### src/rtl/encrypt_pkg.sv
// Shared types and constants for the shift (Caesar) encryption pipe stages.
package encrypt_pkg;

    localparam int ALPHA_LEN = 26;

    localparam logic [7:0] ASCII_UPPER_A = 8'd65;
    localparam logic [7:0] ASCII_LOWER_A = 8'd97;

    typedef logic [4:0]  letter_idx_t;
    typedef logic [25:0] onehot26_t;

endpackage

### src/rtl/encrypt_rot26.sv
// Combinational modulo-26 rotate of a one-hot letter vector plus the
// one-hot to index encoder. "valid" is high only when exactly one bit is set.
module encrypt_rot26
    import encrypt_pkg::*;
(
    input  onehot26_t   vec,
    input  letter_idx_t eff,
    output letter_idx_t idx,
    output logic        valid
);

    onehot26_t  rotated;
    logic [4:0] ones;

    // Rotate left by eff within 26 bits: the doubled vector shifted left, upper half kept.
    always_comb begin
        rotated = onehot26_t'(({vec, vec} << eff) >> ALPHA_LEN);
    end

    // Encode the set bit position and count set bits to detect a malformed vector.
    always_comb begin
        idx  = '0;
        ones = '0;
        for (int i = 0; i < ALPHA_LEN; i++) begin
            if (rotated[i]) begin
                idx  = letter_idx_t'(i);
                ones = ones + 5'd1;
            end
        end
        valid = (ones == 5'd1);
    end

endmodule

### src/rtl/encrypt_pipe_shift_rot.sv
// Second pipe stage of the shift encryption path: rotates the one-hot letter
// by static shift plus a rolling offset, re-encodes to ASCII and registers
// the result with the key and control pass-throughs.
module encrypt_pipe_shift_rot
    import encrypt_pkg::*;
#(
    parameter bit ROLL_EN = 1'b1
) (
    input  logic        clk,
    input  logic        rst,
    input  logic        en,
    input  logic        mode,
    input  logic        shift_en,
    input  logic [3:0]  shift_amt,
    input  logic [2:0]  rot_freq,
    input  logic [7:0]  k1,
    input  logic [7:0]  k2,
    input  logic [7:0]  k3,
    input  logic        is_alpha_upper_case,
    input  logic        is_alpha_low_case,
    input  logic [31:0] extended_shift_data,
    output logic [7:0]  k1_out,
    output logic [7:0]  k2_out,
    output logic [7:0]  k3_out,
    output logic [2:0]  rot_freq_out,
    output logic        mode_out,
    output logic        en_out,
    output logic [7:0]  dout,
    output logic        onehot_err_out,
    output logic [4:0]  offset_out
);

    logic [2:0]  char_cnt;
    letter_idx_t offset;

    logic        act;
    logic        alpha;
    logic [5:0]  sum;
    letter_idx_t eff;
    letter_idx_t rot_idx;
    logic        rot_valid;
    logic [7:0]  dout_d;
    logic        err_d;
    logic        unused_hi_bits;

    assign act            = en & mode & shift_en;
    assign alpha          = act & (is_alpha_upper_case | is_alpha_low_case);
    assign unused_hi_bits = ^extended_shift_data[31:26];
    assign offset_out     = offset;

    // Effective shift folded back into 0..25 (sum never exceeds 40, one subtract suffices).
    always_comb begin
        sum = {2'b00, shift_amt} + {1'b0, offset};
        eff = (sum >= 6'd26) ? letter_idx_t'(sum - 6'd26) : letter_idx_t'(sum);
    end

    encrypt_rot26 u_rot26 (
        .vec   (extended_shift_data[25:0]),
        .eff   (eff),
        .idx   (rot_idx),
        .valid (rot_valid)
    );

    // Select the output byte and error flag; upper case wins when both flags are set.
    always_comb begin
        dout_d = '0;
        err_d  = 1'b0;
        if (en && mode) begin
            if (!alpha) begin
                dout_d = extended_shift_data[7:0];
            end else if (!rot_valid) begin
                dout_d = '0;
                err_d  = 1'b1;
            end else begin
                err_d = is_alpha_upper_case & is_alpha_low_case;
                if (is_alpha_upper_case) begin
                    dout_d = ASCII_UPPER_A + {3'b000, rot_idx};
                end else begin
                    dout_d = ASCII_LOWER_A + {3'b000, rot_idx};
                end
            end
        end
    end

    // Output register stage; pass-throughs are captured every cycle.
    always_ff @(posedge clk or negedge rst) begin
        if (!rst) begin
            k1_out         <= '0;
            k2_out         <= '0;
            k3_out         <= '0;
            rot_freq_out   <= '0;
            mode_out       <= 1'b0;
            en_out         <= 1'b0;
            dout           <= '0;
            onehot_err_out <= 1'b0;
        end else begin
            k1_out         <= k1;
            k2_out         <= k2;
            k3_out         <= k3;
            rot_freq_out   <= rot_freq;
            mode_out       <= mode;
            en_out         <= en;
            dout           <= dout_d;
            onehot_err_out <= err_d;
        end
    end

    // Rolling offset: steps every rot_freq letters; ">=" lets a lowered rot_freq wrap promptly.
    always_ff @(posedge clk or negedge rst) begin
        if (!rst) begin
            char_cnt <= '0;
            offset   <= '0;
        end else if (!ROLL_EN || rot_freq == 3'd0) begin
            char_cnt <= '0;
            offset   <= '0;
        end else if (alpha) begin
            if (char_cnt >= rot_freq - 3'd1) begin
                char_cnt <= '0;
                offset   <= (offset == 5'd25) ? 5'd0 : offset + 5'd1;
            end else begin
                char_cnt <= char_cnt + 3'd1;
            end
        end
    end

endmodule

### config.mk
export PLATFORM = sky130hd
export DESIGN_NAME = encrypt_pipe_shift_rot
export DESIGN_NICKNAME = d
export VERILOG_FILES = /design/src/rtl/encrypt_pkg.sv /design/src/rtl/encrypt_rot26.sv /design/src/rtl/encrypt_pipe_shift_rot.sv
export SDC_FILE = /design/constraint.sdc
export NUM_CORES = 1
export LEC_CHECK = 0
export CORE_MARGIN = 3
export CORE_UTILIZATION = 50
export CTS_CLUSTER_SIZE = 16
export DETAILED_ROUTE_END_ITERATION = 10
export HOLD_SLACK_MARGIN = 0.05
export PLACE_DENSITY = 0.76
export SYNTH_ARGS = -nofsm -noshare
export SYNTH_HDL_FRONTEND = slang
export SYNTH_SLANG_ARGS = --single-unit
### constraint.sdc
create_clock -name clk -period 51.6 [get_ports clk]
set_clock_uncertainty 0.15 [all_clocks]
set_input_delay 15.48 -clock clk [delete_from_list [all_inputs] [get_ports clk]]
set_output_delay 15.48 -clock clk [all_outputs]
set_load 0.1 [all_outputs]
==> metrics.yaml <==
syn-cell-area_um2: 8480
worstSetupStartpointType: "input port"
detail_route.drc_violations: 0
tightestPinTransition_ps: 1090
cts_buffer_depth: 2
slew_headroom_pct: 27.2
synth.ff_latch_count: 46
synth-warning-count: 0
holdPathEnd: "char_cnt[2]"
antenna_found_initial: 0
cts_hold_buffers: 0
async_set_or_reset_flop_fraction_in_the_synthesized_netlist_pct: 100
finalWirelength_um: 24400
cts_tree: "done"
clk_latency_ps: 290
yosys-top-cells-area: "sky130_fd_sc_hd__dfrtp_1 14%, sky130_fd_sc_hd__mux2i_1 6.8%, sky130_fd_sc_hd__ha_1 5.8%"
layout.core_utilization_pct: 60.4
grt_setup_unrepaired: "no"
grt-ovfl-total: 0
final_max_slew_viol_count: 0
cts_setup_buffers: 0
period_share_pct: 69.4
final_antenna_net_count: 0
grt_max_degree: 68
fillCellCount: 1488
final-seq-area_um2: 1150
numClockSinks: 46
die_width_um: 136
setup-violations-final: 0
yosysUniqueCellTypes: 103
reg2reg_depth: 93
fmaxAchievable_mhz: 27.9
postSynthCellCount: 1052
finalSetupTns_ps: 0
grt_first_pass_wirelength_um: 39800
regToRegStartpoint: "offset_out[2]"
die-area_um2: 18600
run_status: "finished clean"
hold_path_startpoint: "char_cnt[2]"
drtIter0Drc: 890
clock_tree.htree_level_count: 2
routabilityCongestion: 0.988
drv.max_cap_violation_count: 0
path_max_fanout: 36
worst-endpoint-required_ps: 51650
hold_depth: 2
via_count_of_the_first_global_routing_pass: 7880
post-synth-top-area-cell: "sky130_fd_sc_hd__dfrtp_1"
cts_repair_resized_insts: 0
worst_r2r_endpoint: "dout[3]"
synth_fp_nets: 1162
final.min_clock_period_ps: 35790
synthesis.area_per_instance_um2: 8.06
overall_global_routing_resource_usage_pct: 25.8
die_y_um: 136
yosys_most_used_dff: "sky130_fd_sc_hd__dfrtp_1"
multi_input_area_um2: 6910
clkTransAtPathRegs_ps: 60
synth-seq-area-share_pct: 13.6
worst_path_largest_cell_delay_ps: 910
area_delta_synth_final_pct: 15.6
core-area_um2: 16200
num_antenna_cells: 0
synth_top_cells_by_count: "109 x sky130_fd_sc_hd__nand2_1, 78 x sky130_fd_sc_hd__nor2_1, 58 x sky130_fd_sc_hd__mux2i_1, 57 x sky130_fd_sc_hd__a21oi_1, 52 x sky130_fd_sc_hd__o21ai_0"
std_cell_rows: 46
final_layout_size_suffix_gt1_share_pct: 9.72
yosys.cell_count.top_type: "sky130_fd_sc_hd__nand2_1"
route.detailed.vias_per_inst: 6.50
path_common_cell: "sky130_fd_sc_hd__ha_1"
routed_wire_length_per_instance_um: 18.2
synth_top_cell_area_share_pct: 13.6
crit_path_end_kind: "register"
numPortBuffers: 106
tightest_hold_check_type: "reg -> reg"
dr_total_vias: 8688
cts-root-buf: "sky130_fd_sc_hd__clkbuf_16"
worst_setup_path_class: "in -> reg"
tritoncts_buffers: 5
crit_path_top_delay_cell: "sky130_fd_sc_hd__a22oi_2"
initial_core_util_pct: 52.3
synth_edf_count: 0
report.final.hold_viol_count: 0
rrSetupSlack_ps: 30970
io_pins: 113
dpl.hpwl_um: 18900
drt_pass1_iterations: 6
arrival_ps: 35850
fin_nets: 1230
## per-stage QoR
stage / cell area [µm²] / cells / hold WS [ps] / setup WS, ps
after global routing: 9800 / 1337 / 444 / 14480
after detailed placement: 9640 / 1329 / 387 / 15890
after global placement: 9640 / 1329 / 374 / 16230
final: 9800 / 1337 / 401 / 15810
after CTS: 9800 / 1337 / 401 / 16100
after floorplan: 8480 / 1052 / 330 / 18160
## critical path: cells and delay by family
family          cells  cell delay, ps
mux                 3             920
fa+ha+maj          25            7380
buf+inv             8            1190
compound gates     25            6520
simple gates       33            4330
## worst max path at each step
stage | from | endpoint | cells past startpoint
5_1_grt | shift_amt[2] | dout[3] | 97
6_report | shift_amt[2] | dout[3] | 94
2_1_floorplan | shift_amt[0] | dout[0] | 98
3_3_place_gp | shift_amt[2] | dout[3] | 94
4_1_cts | shift_amt[2] | dout[3] | 94
3_5_place_dp | shift_amt[2] | dout[3] | 94
## layout make-up
cell class | instances | share of cell area, %
sequential | 46 | 11.7
tap | 216 | 2.76
clock buffer | 5 | 1.28
inverter | 40 | 1.53
clock inverter | 3 | 0.447
timing repair buffer | 119 | 11.8
multi-input combinational | 908 | 70.5
## layout by cell type, fill, tap and decap left out, types with 8 or more instances in the layout
master / instances
sky130_fd_sc_hd__clkdlybuf4s50_1: 105
sky130_fd_sc_hd__nand3_1: 32
sky130_fd_sc_hd__nor3_1: 15
sky130_fd_sc_hd__a21oi_1: 56
sky130_fd_sc_hd__o22a_1: 8
sky130_fd_sc_hd__and2_1: 13
sky130_fd_sc_hd__a22oi_1: 9
sky130_fd_sc_hd__nand2b_1: 15
sky130_fd_sc_hd__a221oi_1: 24
sky130_fd_sc_hd__mux2_2: 21
sky130_fd_sc_hd__inv_1: 39
sky130_fd_sc_hd__ha_1: 38
sky130_fd_sc_hd__xnor2_1: 46
sky130_fd_sc_hd__o21ai_0: 52
sky130_fd_sc_hd__xor2_1: 17
sky130_fd_sc_hd__a211oi_1: 11
sky130_fd_sc_hd__a211o_1: 8
sky130_fd_sc_hd__nor2_1: 78
sky130_fd_sc_hd__o31ai_1: 10
sky130_fd_sc_hd__o221ai_1: 8
sky130_fd_sc_hd__a21o_1: 17
sky130_fd_sc_hd__buf_4: 13
sky130_fd_sc_hd__o21ai_1: 11
sky130_fd_sc_hd__o22ai_1: 20
sky130_fd_sc_hd__nand2_1: 109
sky130_fd_sc_hd__dfrtp_1: 46
sky130_fd_sc_hd__mux4_2: 8
sky130_fd_sc_hd__nand4_1: 10
sky130_fd_sc_hd__mux2i_1: 58
sky130_fd_sc_hd__and3_1: 11
sky130_fd_sc_hd__nor2b_1: 11
sky130_fd_sc_hd__o211ai_1: 16
sky130_fd_sc_hd__a31oi_1: 11
## metal layers
metal,up-vias,GRT usage [%],wire (µm)
met2,391,41.8,11000
met1,4097,36.3,10700
met4,0,6.83,496
met5,-,0,0
li1,4157,-,-
met3,43,3.37,2230
## sequential cells by signal, summed over array words and instances, names as in the netlist
register and count:
offset_out 5, rot_freq_out 3, k2_out 8, en_out 1, dout 8, char_cnt 3, k3_out 8, mode_out 1
onehot_err_out 1, k1_out 8
## logic make-up (layout without fill, tap and decap cells)
kind of cell             count (synthesis)  count (layout)  share of synthesized area (%)
flip-flops                              46              46                           13.6
AO/OA/AOI/OAI                          359             359                           30.9
multiplexers                            89              89                           12.1
XOR/XNOR                                88              88                           13.3
buffers and inverters                   98             167                           5.16
AND/OR/NAND/NOR                        332             332                           19.0
adder cells (fa/ha/maj)                 40              40                           5.99
Power is left out: the tool's default activity adds up to more than one toggle a clock period on the data nets, which glitch-free logic cannot reach.
==> variant 1: new RTL, same flow settings <==
The package constant `ALPHA_LEN` goes from 26 to 13.
--- a/src/rtl/encrypt_pkg.sv
+++ b/src/rtl/encrypt_pkg.sv
@@ -1,7 +1,7 @@
 // Shared types and constants for the shift (Caesar) encryption pipe stages.
 package encrypt_pkg;
 
-    localparam int ALPHA_LEN = 26;
+    localparam int ALPHA_LEN = 13;
 
     localparam logic [7:0] ASCII_UPPER_A = 8'd65;
     localparam logic [7:0] ASCII_LOWER_A = 8'd97;
Formal check against the unedited RTL: not equivalent (Yosys sat finds a counterexample within 4 cycles, from zero or initial values and one cycle with rst low).
==> variant 1 against the unedited design <==
- register-to-register slack improved by 8.9 ns
- setup slack improved by 9.0 ns
- synthesized area is 36% lower
- sequential cell count unchanged
- count of clock-buffer cells in the layout up 1
- wire length decreased by 34%
- sequential share of layout area rose by 5.5 points
- design area down 32%
- critical endpoint is now dout[0]$_DFF_PN0_
Power is left out: the tool's default activity adds up to more than one toggle a clock period on the data nets, which glitch-free logic cannot reach.
==> variant 1: results (changes against the unedited design) <==
- The number of setup buffers added after CTS is 0 (unchanged).
- The final HPWL from detailed placement came to 12500 microns (-34%).
- The net count of the mapped netlist is 724 (-38%).
- The final weighted congestion in routability-driven placement was 1.00 (+1.6%).
- The first-pass GRT wire length is 26800 microns (-33%).
- The met3 track utilization from global routing is 0.0334 (-0.000254).
- The data arrival time of the worst path came to 26.86 ns (-8.99 ns).
- The worst-case clock buffer depth is 2 (unchanged).
- The total wire length is 16100 microns (-34%).
- The highest net fanout along the worst path is 30 (-17%).
- The tree is rooted in a clkbuf_8.
- The final-layout fill cell count is 895 (-40%).
- The met2 track utilization from global routing is 0.441 (+0.0228).
- The xor and xnor fraction of the mapped netlist area came to 0.0835 (-0.0497).
- The share of synthesized registers carrying an async set or reset is 1.00 (unchanged).
- The layout net count came to 813 (-34%).
- The multiplexer share of the synthesized area is 0.103 (-0.0173).
- The adder-cell area share of the yosys netlist is 0.0631 (+0.00324).
- The number of diodes added for antenna fixing is 0 (unchanged).
- The area fraction in compound gates after synthesis is 0.309 (+0.000869).
- The via count of the first global-routing pass is 5506 (-30%).
- The number of design-rule violations left by the first detailed-router iteration is 608 (-32%).
- The fraction of layout instances using a drive strength above 1 was 0.114 (+0.0171).
- The clock edge transition at the registers on the reported setup and hold paths came to 0.08 ns (+0.02 ns).
- The first-pass iteration count of the detailed router came to 5 (-1).
- The number of buffer cells added on primary ports is 106 (unchanged).
- The kind of cell with the highest combined delay on the critical path is adder cells.
- Among all flip-flop cells after synthesis, the most frequent one is dfrtp_1.
- The number of enable-type register cells in the synthesized netlist was 0 (unchanged).
- The worst-skew pair later-pin latency is roughly 0.30 ns.
- The biggest cell delay along the critical path was 0.62 ns (-0.29 ns).
- The number of antenna violations at the first check in global routing is 0 (unchanged).
- Ranked by total cell area, the synthesized netlist is headed by dfrtp_1, ha_1, nand2_1.
- The worst hold path belongs to the class reg2reg.
- The number of warnings reported in the yosys synthesis log was 0 (unchanged).
- The maximum number of pins on one net before global-route repair came to 47 (-31%).
- The met1 usage came to 0.334 (-0.0291).
- The run finished with clean final reports.
- The sequential share of the synthesized area is 0.210 (+0.0747).
- The cell at the slowest stage of the critical path is o21a_1.
- By count the netlist is led by nand2_1, dfrtp_1, a21oi_1.
- The number of gates resized after CTS is 0 (unchanged).
- The number of unique standard cell types used by synthesis is 103 (unchanged).
- The H-tree depth reported by CTS is 2 (unchanged).
- The total routing usage reported by global routing was 0.258 (about the same).
- The number of clock buffers inserted by TritonCTS came to 5 (unchanged).
- The ratio of routed vias to standard cells is 6.55 (+0.83%).
- The slew at the pin closest to its max-slew limit is 0.997 ns (-0.0944 ns).
variant 1: final cells by class:
| class | instances | share of cell area |
|---|---|---|
| well taps | 136 | 0.0254 |
| multi-input cells | 538 | 0.616 |
| clock buffers | 6 | 0.0108 |
| flip-flops and latches | 46 | 0.172 |
| clock inverters | 2 | 0.00561 |
| repair buffers | 108 | 0.160 |
| inverters | 17 | 0.00954 |
variant 1: stage by stage:
stage                     utilization  cell area [sq um]  setup WS, ns  std cells
after global routing            0.639               6690         24.06        853
final                           0.639               6690         24.76        853
after CTS                       0.639               6690         24.85        853
after detailed placement        0.629               6580         24.57        845
after floorplan                     -               5470         26.36        627
after global placement          0.629               6580         24.83        845
variant 1: per-layer routing:
metal | part of all wire | vias to the layer above
li1 | - | 2587
met1 | 0.42 | 2655
met2 | 0.47 | 312
met3 | 0.083 | 35
met4 | 0.024 | 0
met5 | 0 | -
variant 1: logic make-up after synthesis:
kind of cell | count (synthesis)
XOR/XNOR | 36
AND/OR/NAND/NOR | 209
multiplexers | 44
buffers and inverters | 43
flip-flops | 46
AO/OA/AOI/OAI | 222
adder cells (fa/ha/maj) | 27
variant 1: path summary, 6_finish.rpt:
kind | cells after the start | slack (ns) | to | from
max | 41 | 24.76 | dout[0]$_DFF_PN0_ | shift_amt[0]
min | 2 | 0.39 | char_cnt[2]$_DFFE_PN0P_ | char_cnt[2]$_DFFE_PN0P_
max reg2reg | 40 | 39.87 | dout[0]$_DFF_PN0_ | offset_out[0]$_DFFE_PN0P_
min reg2reg | 2 | 0.39 | char_cnt[2]$_DFFE_PN0P_ | char_cnt[2]$_DFFE_PN0P_
max in group asynchronous | 1 | 35.52 | k2_out[3]$_DFF_PN0_ | rst
min in group asynchronous | 1 | 15.18 | k3_out[2]$_DFF_PN0_ | rst
==> variant 2: new RTL, config.mk and constraints unchanged <==
Made on the original files. The output `dout` loses its register stage (`dout` becomes a continuous assignment).
--- a/src/rtl/encrypt_pipe_shift_rot.sv
+++ b/src/rtl/encrypt_pipe_shift_rot.sv
@@ -91,7 +91,6 @@
             rot_freq_out   <= '0;
             mode_out       <= 1'b0;
             en_out         <= 1'b0;
-            dout           <= '0;
             onehot_err_out <= 1'b0;
         end else begin
             k1_out         <= k1;
@@ -100,10 +99,11 @@
             rot_freq_out   <= rot_freq;
             mode_out       <= mode;
             en_out         <= en;
-            dout           <= dout_d;
             onehot_err_out <= err_d;
         end
     end
+
+    assign dout = dout_d;
 
     // Rolling offset: steps every rot_freq letters; ">=" lets a lowered rot_freq wrap promptly.
     always_ff @(posedge clk or negedge rst) begin
Formal check against the unedited RTL: not equivalent (Yosys sat finds a counterexample within 4 cycles, from zero or initial values and one cycle with rst low).
==> variant 2 against the unedited design <==
- global-route usage shrank 0.25 points
- core utilization grew 1.5 points
- count of clock-buffer cells in the layout grew 1
- setup slack lost 14 ns
- wire length shrank 11%
- design area shrank 7.6%
- sequential cell count shrank 8
- synthesized area shrank 11%
- maximum frequency shrank 29%
Power is not shown: default switching activity piles up to over one toggle a cycle in this logic, so the estimate is an artifact.
==> variant 2: results (changes against the unedited design) <==
- The endpoint of the worst hold-timing path is char_cnt[2]$_DFFE_PN0P_.
- The count of unresolved DRC violations after routing came to 0 (unchanged).
- The instance count after placement with tap cells included came to 1169 (-12%).
- The met3 wire length is 1600 microns (-28%).
- The biggest cell delay along the critical path is 0.42 ns (-0.49 ns).
- The fraction of layout instances using a drive strength above 1 was 0.156 (+0.0588).
- The via count of the first global-routing pass is 7108 (-9.8%).
- The number of cells on the worst reg-to-reg path is 95 (+2.2%).
- In this run the critical register-to-register path is launched from offset_out[0]$_DFFE_PN0P_.
- The number of unique standard cell types used by synthesis is 100 (-2.9%).
- The fraction of synthesized cell area taken by the top area cell type is 0.126 (-0.00955).
- The worst reg2reg path endpoint is onehot_err_out$_DFF_PN0_.
- The final weighted congestion in routability-driven placement was 0.984 (-0.40%).
- The maximum number of pins on one net before global-route repair came to 39 (-43%).
- The first-pass GRT wire length is 35500 microns (-11%).
- The cell at the slowest stage of the critical path is fa_2.
- The total wire length came to 21600 microns (-11%).
- The routed length on met2 is 10100 microns (-7.9%).
- The ratio of routed vias to standard cells is 6.40 (-1.5%).
- By area the synthesized netlist is led by dfrtp_1, mux2i_1, ha_1.
- The routed metal-1 wire length was 9450 microns (-12%).
- The number of warnings reported in the yosys synthesis log is 0 (unchanged).
- The number of design-rule violations left by the first detailed-router iteration is 929 (+4.4%).
- The sequential share of the synthesized area is 0.126 (-0.00955).
- The final HPWL from detailed placement is 17000 microns (-10%).
- The first-pass iteration count of the detailed router is 5 (-1).
- The run finished with clean final reports.
- The net count of the mapped netlist is 1011 (-13%).
- The highest net fanout along the worst path was 8 (-78%).
- The worst-skew pair later-pin latency came to 0.27 ns (-0.02 ns).
- The kind of cell with the highest combined delay on the critical path is adder cells.
- The commonest cells after synthesis are nand2_1, nor2_1, mux2i_1.
- The type of the most critical hold path is reg2reg.
- The worst path buffer plus inverter count was 11 (+3).
- The number of instances in the synthesized netlist is 901 (-14%).
- The register-to-register setup slack came to 33.04 ns (+2.07 ns).
- The total routing usage reported by global routing came to 0.256 (-0.00245).
- The non-filler instance count after layout is 1184 (-11%).
- The layout net count is 1109 (-9.8%).
- The slew at the pin closest to its max-slew limit is 1.02 ns (-0.0704 ns).
- The number of cells on the worst hold path is 2 (unchanged).
- The H-tree depth reported by CTS is 2 (unchanged).
==> variant 2: area by class of cell <==
type,count,area (sq um)
repair buffers,126,1210
clock inverters,2,12.5
flip-flops and latches,38,951
multi-input cells,796,6390
fillers,1288,5590
well taps,184,230
clock buffers,6,139
inverters,32,120
==> variant 2: worst max path at each step <==
stage               cells past startpoint  endpoint    startpoint  slack, ns
global route                           99   dout[4]  shift_amt[0]      -0.03
CTS                                    96   dout[4]  shift_amt[0]       0.92
floorplan                              96   dout[4]  shift_amt[0]       2.92
detailed placement                     95   dout[4]  shift_amt[0]       1.02
finish                                 98   dout[2]  shift_amt[0]       1.48
global placement                       96   dout[4]  shift_amt[0]       1.23
==> variant 2: tightest hold or removal path, cell delays in order (launching register included) <==
cell	delay, ns
dfrtp_1	0.37
nand2_1	0.06
o21ai_0	0.06
==> variant 2: logic make-up (layout without fill, tap and decap cells) <==
| kind of cell | Yosys count | count (layout) | synth area share |
|---|---|---|---|
| simple gates | 302 | 302 | 0.195 |
| compound gates | 260 | 260 | 0.255 |
| mux | 107 | 107 | 0.164 |
| xor+xnor | 87 | 87 | 0.152 |
| buf+inv | 67 | 166 | 0.0393 |
| fa+ha+maj | 40 | 40 | 0.0674 |
| flops | 38 | 38 | 0.126 |
==> variant 2: stage by stage <==
step                hold WS, ns  worst slack, ns  setup TNS (ns)  area [sq um]
CTS                       0.371            0.920               0          8880
detailed placement        0.358             1.02               0          8730
floorplan                 0.317             2.92               0          7540
finish                    0.366             1.48               0          9060
global route              0.437          -0.0261         -0.0750          9060
global placement          0.350             1.23               0          8730
==> variant 2: metal layers <==
metal,track usage,vias to the layer above
met5,0,-
met4,0.0772,0
met3,0.0423,47
met2,0.416,344
met1,0.349,3601
li1,-,3585
==> variant 2: what timing repair did <==
action	CTS	global route
setup endpoints to repair	0	7
gates resized for setup	0	22
buffers inserted	0	7
hold endpoints to repair	0	0
